### src/rtl/uart_tx_fifo_cfg_if.sv
// Write-side handshake bundle for uart_tx_fifo_cfg.
// master: the core-side producer drives wr_data/wr_valid and observes wr_ready.
// slave : the transmitter samples wr_data/wr_valid and drives wr_ready.
// A word is transferred on any clk edge where wr_valid && wr_ready.
interface uart_tx_fifo_cfg_if #(
    parameter int unsigned DATA_W = 8
) ();
    logic [DATA_W-1:0] wr_data;
    logic              wr_valid;
    logic              wr_ready;

    modport master (
        output wr_data,
        output wr_valid,
        input  wr_ready
    );

    modport slave (
        input  wr_data,
        input  wr_valid,
        output wr_ready
    );
endinterface

### src/rtl/uart_tx_fifo_cfg.sv
// FIFO-buffered UART transmitter with run-time parity and stop-bit selection.
// Ports:
//   clk, rst     - system clock, synchronous active-high reset
//   wr           - write handshake (wr_data, wr_valid, wr_ready = FIFO not full)
//   brd          - clk cycles per serial bit (0 behaves as 1), latched per frame
//   parity_mode  - 00/11 none, 01 even, 10 odd, latched per frame
//   two_stop     - 1 selects two stop bits, latched per frame
//   tx_en        - permits launching new frames
//   out_tx       - serial line, idle high
//   busy         - frame in progress
//   done         - pulse on the last cycle of the final stop bit
//   fifo_count   - occupied FIFO entries; fifo_empty when zero
//   overflow     - pulse when wr_valid is asserted while the FIFO is full
module uart_tx_fifo_cfg #(
    parameter int unsigned DATA_W     = 8,
    parameter int unsigned FIFO_DEPTH = 16,
    parameter int unsigned BRD_W      = 16
) (
    input  logic                             clk,
    input  logic                             rst,
    uart_tx_fifo_cfg_if.slave                wr,
    input  logic [BRD_W-1:0]                 brd,
    input  logic [1:0]                       parity_mode,
    input  logic                             two_stop,
    input  logic                             tx_en,
    output logic                             out_tx,
    output logic                             busy,
    output logic                             done,
    output logic [$clog2(FIFO_DEPTH+1)-1:0]  fifo_count,
    output logic                             fifo_empty,
    output logic                             overflow
);
    localparam int unsigned PTR_W = $clog2(FIFO_DEPTH);
    localparam int unsigned CNT_W = $clog2(FIFO_DEPTH + 1);

    typedef enum logic [2:0] {
        StIdle,
        StStart,
        StData,
        StParity,
        StStop
    } state_e;

    state_e state_q, state_d;

    // FIFO storage and bookkeeping
    logic [DATA_W-1:0] mem_q [FIFO_DEPTH];
    logic [PTR_W-1:0]  wr_ptr_q;
    logic [PTR_W-1:0]  rd_ptr_q;
    logic [CNT_W-1:0]  count_q;
    logic [DATA_W-1:0] head;
    logic              full;
    logic              empty;
    logic              push;
    logic              pop;

    // Per-frame shadow copies and bit timing
    logic [BRD_W-1:0]  baud_cnt_q;
    logic [BRD_W-1:0]  brd_q;
    logic [3:0]        bit_cnt_q;
    logic [DATA_W-1:0] shift_q;
    logic              parity_q;
    logic              has_par_q;
    logic              two_stop_q;

    logic              tick;
    logic              last_data;
    logic              last_stop;
    logic              launch;

    assign full       = (count_q == CNT_W'(FIFO_DEPTH));
    assign empty      = (count_q == '0);
    assign head       = mem_q[rd_ptr_q];
    assign push       = wr.wr_valid && !full;
    assign pop        = launch;
    assign wr.wr_ready = !full;
    assign overflow   = wr.wr_valid && full;
    assign fifo_count = count_q;
    assign fifo_empty = empty;

    assign tick      = (baud_cnt_q == brd_q - BRD_W'(1));
    assign last_data = (bit_cnt_q == 4'(DATA_W - 1));
    assign last_stop = (bit_cnt_q == (two_stop_q ? 4'd1 : 4'd0));
    // done marks the final stop-bit cycle, which doubles as a launch slot.
    assign launch    = ((state_q == StIdle) || done) && tx_en && !empty;

    // FIFO pointers and occupancy; a push while full is simply not counted.
    always_ff @(posedge clk) begin
        if (rst) begin
            wr_ptr_q <= '0;
            rd_ptr_q <= '0;
            count_q  <= '0;
        end else begin
            if (push) begin
                wr_ptr_q <= wr_ptr_q + PTR_W'(1);
            end
            if (pop) begin
                rd_ptr_q <= rd_ptr_q + PTR_W'(1);
            end
            count_q <= count_q + CNT_W'(push) - CNT_W'(pop);
        end
    end

    always_ff @(posedge clk) begin
        if (push && !rst) begin
            mem_q[wr_ptr_q] <= wr.wr_data;
        end
    end

    // State register
    always_ff @(posedge clk) begin
        if (rst) begin
            state_q <= StIdle;
        end else begin
            state_q <= state_d;
        end
    end

    // Next-state logic
    always_comb begin
        state_d = state_q;
        case (state_q)
            StIdle: begin
                if (launch) begin
                    state_d = StStart;
                end
            end
            StStart: begin
                if (tick) begin
                    state_d = StData;
                end
            end
            StData: begin
                if (tick && last_data) begin
                    state_d = has_par_q ? StParity : StStop;
                end
            end
            StParity: begin
                if (tick) begin
                    state_d = StStop;
                end
            end
            StStop: begin
                if (done) begin
                    state_d = launch ? StStart : StIdle;
                end
            end
            default: state_d = StIdle;
        endcase
    end

    // Output logic
    always_comb begin
        out_tx = 1'b1;
        busy   = (state_q != StIdle);
        done   = 1'b0;
        case (state_q)
            StStart:  out_tx = 1'b0;
            StData:   out_tx = shift_q[0];
            StParity: out_tx = parity_q;
            StStop: begin
                out_tx = 1'b1;
                done   = tick && last_stop;
            end
            default: out_tx = 1'b1;
        endcase
    end

    // Bit timing, shifter and launch-time shadow registers
    always_ff @(posedge clk) begin
        if (rst) begin
            baud_cnt_q <= '0;
            bit_cnt_q  <= '0;
            shift_q    <= '0;
            brd_q      <= '0;
            parity_q   <= 1'b0;
            has_par_q  <= 1'b0;
            two_stop_q <= 1'b0;
        end else begin
            if ((state_q == StIdle) || tick) begin
                baud_cnt_q <= '0;
            end else begin
                baud_cnt_q <= baud_cnt_q + BRD_W'(1);
            end

            // bit_cnt indexes bits within the current state only
            if (state_d != state_q) begin
                bit_cnt_q <= '0;
            end else if (tick && (state_q != StIdle)) begin
                bit_cnt_q <= bit_cnt_q + 4'd1;
            end

            if (launch) begin
                shift_q    <= head;
                brd_q      <= (brd == '0) ? BRD_W'(1) : brd;
                has_par_q  <= (parity_mode == 2'b01) || (parity_mode == 2'b10);
                // even: p = XOR(data); odd: p = ~XOR(data)
                parity_q   <= (^head) ^ (parity_mode == 2'b10);
                two_stop_q <= two_stop;
            end else if ((state_q == StData) && tick) begin
                shift_q <= shift_q >> 1;
            end
        end
    end
endmodule
### src/flat_wrapper.sv
// flat-port wrapper written by rule: the top's interface ports become plain ports
module uart_tx_fifo_cfg_flat 
#(
    parameter int unsigned DATA_W     = 8,
    parameter int unsigned FIFO_DEPTH = 16,
    parameter int unsigned BRD_W      = 16
)
  (clk, rst, brd, parity_mode, two_stop, tx_en, out_tx, busy, done, fifo_count, fifo_empty, overflow, wr_wr_data, wr_wr_valid, wr_wr_ready);
  uart_tx_fifo_cfg_if #(.DATA_W(DATA_W)) wr_i ();
  input  logic clk;
  input  logic rst;
  input  logic [BRD_W-1:0] brd;
  input  logic [1:0] parity_mode;
  input  logic two_stop;
  input  logic tx_en;
  output logic out_tx;
  output logic busy;
  output logic done;
  output logic [$clog2(FIFO_DEPTH+1)-1:0] fifo_count;
  output logic fifo_empty;
  output logic overflow;
  input wire logic [$bits(wr_i.wr_data)-1:0] wr_wr_data;
  input wire logic [$bits(wr_i.wr_valid)-1:0] wr_wr_valid;
  output wire logic [$bits(wr_i.wr_ready)-1:0] wr_wr_ready;
  assign wr_i.wr_data = wr_wr_data;
  assign wr_i.wr_valid = wr_wr_valid;
  assign wr_wr_ready = wr_i.wr_ready;
  uart_tx_fifo_cfg #(.DATA_W(DATA_W), .FIFO_DEPTH(FIFO_DEPTH), .BRD_W(BRD_W)) u_core (.clk(clk), .rst(rst), .wr(wr_i), .brd(brd), .parity_mode(parity_mode), .two_stop(two_stop), .tx_en(tx_en), .out_tx(out_tx), .busy(busy), .done(done), .fifo_count(fifo_count), .fifo_empty(fifo_empty), .overflow(overflow));
endmodule
### config.mk
export PLATFORM = sky130hd
export DESIGN_NAME = uart_tx_fifo_cfg_flat
export DESIGN_NICKNAME = d
export VERILOG_FILES = /design/src/rtl/uart_tx_fifo_cfg_if.sv /design/src/rtl/uart_tx_fifo_cfg.sv /design/src/flat_wrapper.sv
export SDC_FILE = /design/constraint.sdc
export NUM_CORES = 1
export LEC_CHECK = 0
export CAP_MARGIN = 20
export CORE_ASPECT_RATIO = 0.9
export CORE_MARGIN = 2
export CORE_UTILIZATION = 31
export CTS_CLUSTER_DIAMETER = 30
export DETAILED_ROUTE_END_ITERATION = 7
export GPL_ROUTABILITY_DRIVEN = 1
export PLACE_DENSITY = 0.59
export SLEW_MARGIN = 0
export SYNTH_ARGS = -nofsm -noshare
export SYNTH_HDL_FRONTEND = slang
export SYNTH_SLANG_ARGS = --single-unit
### constraint.sdc
create_clock -name clk -period 4.4 [get_ports clk]
set_input_delay 0.44 -clock clk [delete_from_list [all_inputs] [get_ports clk]]
set_output_delay 0.44 -clock clk [all_outputs]
set_load 0.01 [all_outputs]
==> Word-level counts from Yosys, hierarchy flattened <==
Memory sizes are Yosys's and may differ from the RTL's. A register that Yosys moved wholly into a read port is not among the register bits.
Index checks and enable logic that the tools add are counted.
{ "totals": {"reg_bits": 63, "ram_bits": 128, "in_bits": 31, "output_inout_bits": 11, "word_cells": 72, "mem_count": 1} }
{ "mem_list": {"columns": ["memory", "depth", "word_bits", "rd", "rd_ports_with_merged_regs", "wr", "line_no", "rtl"], "rows": [
  ["u_core.mem_q", 16, 8, 1, 1, 1, "uart_tx_fifo_cfg.sv:47", "logic [DATA_W-1:0] mem_q [FIFO_DEPTH];"]
]} }
{ "classes": {"add_sub_neg": 7, "n_eq_ne": 11, "muxes": 18, "bitwise_logic": 1, "n_reduce_logical": 23} }
{ "op_table": {"columns": ["cell", "n"], "rows": [
  ["2-to-1 mux 3 bit", 6],
  ["adder 16 x 1 -> 16 bit, second input constant", 1],
  ["equality test 16 bit", 1],
  ["zero test 16 bit", 1],
  ["2-to-1 mux 16 bit", 1],
  ["2-to-1 mux 8 bit", 2],
  ["subtractor 16 x 1 -> 16 bit, second input constant", 1],
  ["case mux 3 bit (5 select lines)", 1],
  ["adder 4 x 1 -> 4 bit, second input constant", 3],
  ["logical AND 1 bit", 9],
  ["2-to-1 mux 4 bit", 2],
  ["XOR reduction 8 bit", 1],
  ["equality test 3 x 2 -> 1 bit, second input constant", 2],
  ["adder 5 x 1 -> 5 bit", 1],
  ["equality test 5 bit, second input constant", 1],
  ["zero test 5 bit", 1],
  ["2-to-1 mux 1 bit", 5],
  ["subtractor 5 x 1 -> 5 bit", 1],
  ["equality test 4 x 3 -> 1 bit, second input constant", 1],
  ["equality test 4 bit", 1],
  ["OR reduction 2 bit", 2],
  ["equality test 3 x 1 -> 1 bit, second input constant", 1],
  ["equality test 3 bit, second input constant", 1],
  ["zero test 1 bit", 3],
  ["9 further kinds", 11]
]} }

==> Logic depth before layout (Yosys ltp) <==
{ "logic_depth": {"ltp_word": 12, "depth_mapped": 22, "depth_no_buf": 19} }

==> Worst setup path after synthesis <==
Ideal clock, no wire load.
{ "synth_path": {"path_kind": "register -> register", "start": "reg u_core.brd_q[0]", "end": "reg u_core.count_q[4] (netlist: u_core.fifo_count[4])", "setup_ns": 0.134, "arrival_time_ns": 4.009, "required_time_ns": 4.266, "slack_ns": 0.257, "stages_incl_launch_ff": 23, "period_less_slack_ns": 4.143, "cell_sequence": "dfxtp_1 -> inv_1 -> ha_1 -> or3b_1 -> clkbuf_1 -> or4_1 -> xnor2_1 -> nor4_1 -> nand3_2 -> o21a_1 -> buf_6 -> inv_4 -> buf_6 -> ha_1 -> inv_1 -> ha_1 -> inv_1 -> fa_1 -> inv_1 -> a21oi_1 -> nor2_1 -> or3_1 -> a21oi_1"} }
{ "synth_via": {"elab_chain_len": 8} }
{ "synth_lines": {"columns": ["item", "line_no", "rtl"], "rows": [
  ["start, declared", "uart_tx_fifo_cfg.sv:59", "logic [BRD_W-1:0] brd_q;"],
  ["start signal, assigned", "uart_tx_fifo_cfg.sv:195", "brd_q <= (brd == '0) ? BRD_W'(1) : brd;"],
  ["subtractor 16 x 1 -> 16 bit", "uart_tx_fifo_cfg.sv:81", "assign tick = (baud_cnt_q == brd_q - BRD_W'(1));"],
  ["equality test 16 bit", "uart_tx_fifo_cfg.sv:81", null],
  ["logical AND 1 bit", "uart_tx_fifo_cfg.sv:163", "done = tick && last_stop;"],
  ["2-to-1 mux 1 bit", "uart_tx_fifo_cfg.sv:157", "case (state_q)"],
  ["logical OR 1 bit", "uart_tx_fifo_cfg.sv:85", "assign launch = ((state_q == StIdle) || done) && tx_en && !empty;"],
  ["logical AND 1 bit (2 in series)", "uart_tx_fifo_cfg.sv:85", null],
  ["subtractor 5 x 1 -> 5 bit", "uart_tx_fifo_cfg.sv:100", "count_q <= count_q + CNT_W'(push) - CNT_W'(pop);"],
  ["end signal, assigned", "uart_tx_fifo_cfg.sv:100", null],
  ["end, declared", "uart_tx_fifo_cfg.sv:50", "logic [CNT_W-1:0] count_q;"]
]} }
No other way between the ends.
A chain may end at the register's enable or synchronous reset.

==> Worst setup path after layout <==
Ends and elaborated chain as after synthesis.

==> results.env <==
STATUS='finished, final reports clean'
PERIOD_NEEDED_NS=4.00
MOSTFREQUENTLAYOUTCELLS='edfxtp_1 (128), nor2_1 (82), dfxtp_1 (66)'
DPL_WIRE_LENGTH_MM=11.8
POSTCTSSETUPREPAIRBUFS=0
SEQ_AREA_FRAC_SYNTH=0.603
CTSROOTBUFFERMASTER='clkbuf_16'
DIE_X_UM=180
REMAINING_DRC_ERRORS=0
TIMING.CRITICAL_PATH.REQUIRED_NS=4.71
SYN_INST=641
TIGHTESTPINTRANSITION_NS=0.923
VDD.IR_DROP.WORST_mV=0.282
FINAL_MIN_PERIOD_OVER_CLOCK_PERIOD=0.908
CRIT_PATH_START_KIND='flip-flop'
DRTITER0DRC=333
DIE-HEIGHT_UM=162
YOSYS_WARNINGS=0
SYN_NETS=688
WORST_SLEW_MARGIN_REL=0.382
CTSLONGESTPATHBUFFERS=2
VIA_COUNT=5052
CTS_SINKS=195
TYPE_OF_ELEMENT_CAPTURING_THE_CRITICAL_PATH='flip-flop'
ANTENNA_VIOL_NETS_FINAL=0
R2R.WORST_PATH.CELLS=19
LAYOUT.CORE_UTILIZATION=0.367
FINALSETUPTNS_NS=0
GRT_START_MAX_NET_PINS=47
INSERTEDDIODECOUNT=0
POST_DRT_WL_PER_CELL_UM=16.7
MAXCAPVIOLATIONS=0
INITIAL_UTILIZATION=0.317
PWR_DENSITY_CELL_nW_PER_UM2=518
CTS_TREE='built'
P_LEAK_uW=0.00332
YS_FF_LATCH=195
AVGSYNTHCELLAREA_UM2=13.4
NUMCTSBUFFERS=17
NUMBER_OF_ENABLE_FLIP_FLOP_CELLS_AFTER_SYNTHESIS=128
HOLD_VIOL=0
COUNT_OF_DISTINCT_CELL_TYPES_IN_THE_SYNTHESIZED_NETLIST=56
FLOORPLAN.IO_PINS=42
GRT_SETUP_UNREPAIRED='false'
COREAREA_UM2=27200
FIN_SKEW_NS=0.0125
MAX_CLOCK_FREQ_GHz=0.250
TIMING.CRITICAL_PATH.ARRIVAL_NS=4.31
DIEAREA_UM2=29100
LAST_WEIGHTED_CONGESTION_VALUE_OF_THE_ROUTABILITY_DRIVEN_PLACER=0.762
ROWS=57
LAYOUT_CELL_SHARE_WITH_DRIVE_STRENGTH_BEYOND_1=0.135
PORT-BUFFER-COUNT=41
FINAL_NET_COUNT=730
FIRST_GLOBAL_VIAS=4959
WORST_SKEW_PAIR.LATE_LATENCY_NS=0.44
GRT_ANTENNA_BEFORE_REPAIR=0
SYNTH_FLOP_CELL='edfxtp_1'
HOLD_CLASS='reg -> reg'
DETAIL_ROUTE.FIRST_PASS.ITERATIONS=4
SYNTH_ASYNC_SR_FLOP_SHARE=0
CTS.HTREE.LEVELS=4
ROUTED_VIA_DENSITY=4.81
FINALMAXSLEWVIOLATIONS=0
CTS_HOLD_BUF=0
MIN_DELAY_PATH_DEPTH=2
SYN2LAYOUT_AREA_GROWTH_PCT=16.0
WORSTPATHMAXFANOUT=9
CRITPATHKIND='reg -> reg'
DRT-TOTAL-WL_MM=17.5
GLOBALROUTETOTALUTIL=0.124
SETUP-VIOLATIONS-FINAL=0
NETLIST_AREA_UM2=8600
LAYOUT_COMMONEST_CELL='edfxtp_1'
GLOBAL_ROUTE_WIRE_LENGTH_BEFORE_REPAIR_MM=27.8
PATH_CLK_SLEW_NS=0.08
GRT_OVERFLOW=0
-- timing repair --
action                                  4_1_cts  5_1_grt
endpoints found under the setup margin        0        1
resized for setup                             0        2
endpoints found under the hold margin         0        0
-- per-stage QoR --
step	hold WS (ns)	area [um^2]	instances	worst slack [ns]	power [uW]
floorplan	0.429	8600	641	0.257	3350
detailed placement	0.448	9370	1018	0.228	3680
global placement	0.441	9370	1018	0.270	3680
finish	0.461	9980	1050	0.403	5170
CTS	0.458	9970	1050	0.216	5230
global route	0.469	9980	1050	0.0994	5470
-- final timing paths --
path,from,slack [ns],endpoint
setup / recovery,u_core.brd_q[0],0.40,u_core.fifo_count[4]
hold / removal,u_core.shift_q[1],0.46,u_core.shift_q[1]
setup reg to reg,u_core.brd_q[0],0.40,u_core.fifo_count[4]
hold reg to reg,u_core.shift_q[1],0.46,u_core.shift_q[1]
-- worst max-delay path, stage by stage (launching register included) --
cell,delay (ns)
dfxtp_1,0.37
inv_1,0.08
ha_1,0.18
or3b_1,0.46
or4_1,0.53
xnor2_1,0.18
nor4_2,0.24
nand3_2,0.17
o21a_2,0.30
inv_4,0.07
ha_1,0.21
inv_1,0.05
ha_1,0.15
inv_1,0.05
fa_1,0.39
inv_1,0.07
a21oi_1,0.06
nor2_1,0.11
or3_1,0.12
a21oi_1,0.06
-- report_power, final --
| part | leakage, uW | internal [uW] | switching [uW] | total, uW |
|---|---|---|---|---|
| clock network | 0.000287 | 769 | 776 | 1540 |
| registers | 0.00170 | 2060 | 166 | 2230 |
| logic | 0.00133 | 707 | 693 | 1400 |
-- Yosys cell counts, drive strengths merged (2+ instances only) --
cell	instances	area share
nand4	7	0.0051
xor2	25	0.025
nor3	14	0.0095
inv	22	0.0099
a31oi	3	0.0022
nor3b	2	0.0017
edfxtp	128	0.45
or3b	3	0.0031
o21ai	9	0.0052
a22oi	19	0.017
and2	4	0.0029
clkbuf	13	0.0057
o31a	2	0.0020
nand3b	2	0.0017
and3	6	0.0044
a211oi	7	0.0084
nand2b	4	0.0029
nor2b	5	0.0036
nand2	33	0.014
nor4	9	0.011
nor2	82	0.036
xnor2	32	0.033
mux4	34	0.089
or3	5	0.0036
ha	15	0.022
or4	4	0.0044
mux2i	20	0.023
nand3	18	0.011
a21o	2	0.0017
a21oi	16	0.0093
and3b	2	0.0020
buf	15	0.012
dfxtp	67	0.16
-- cell type report --
cell class,instances,area [um^2]
multi-input combinational,396,3180
tap,354,443
clock buffer,17,425
timing repair buffer,51,480
clock inverter,15,176
fill,2598,17200
sequential,195,5190
inverter,22,85.1
-- layer usage --
layer,global-route usage,vias to the layer above,routed length (um)
met5,0,-,0
met4,0.0399,0,231
met3,0.0240,19,508
met2,0.210,69,8700
met1,0.159,2503,8040
li1,-,2461,-
-- cells by family after synthesis --
kind of cell,count (synthesis),share of synthesized area
compound gates,67,0.0543
buf+inv,50,0.0278
xor+xnor,58,0.0607
fa+ha+maj,16,0.0241
mux,54,0.112
flops,195,0.603
simple gates,201,0.118
-- registers in the layout, summed over array words and instances (netlist names), named ones only --
register / cells
u_core.baud_cnt_q: 16
u_core.bit_cnt_q: 4
u_core.brd_q: 16
u_core.fifo_count: 5
u_core.has_par_q: 1
u_core.mem_q: 128
u_core.parity_q: 1
u_core.rd_ptr_q: 4
u_core.shift_q: 8
u_core.state_q: 3
u_core.two_stop_q: 1
u_core.wr_ptr_q: 4
Note: power is estimated with default switching activity, not from simulation.
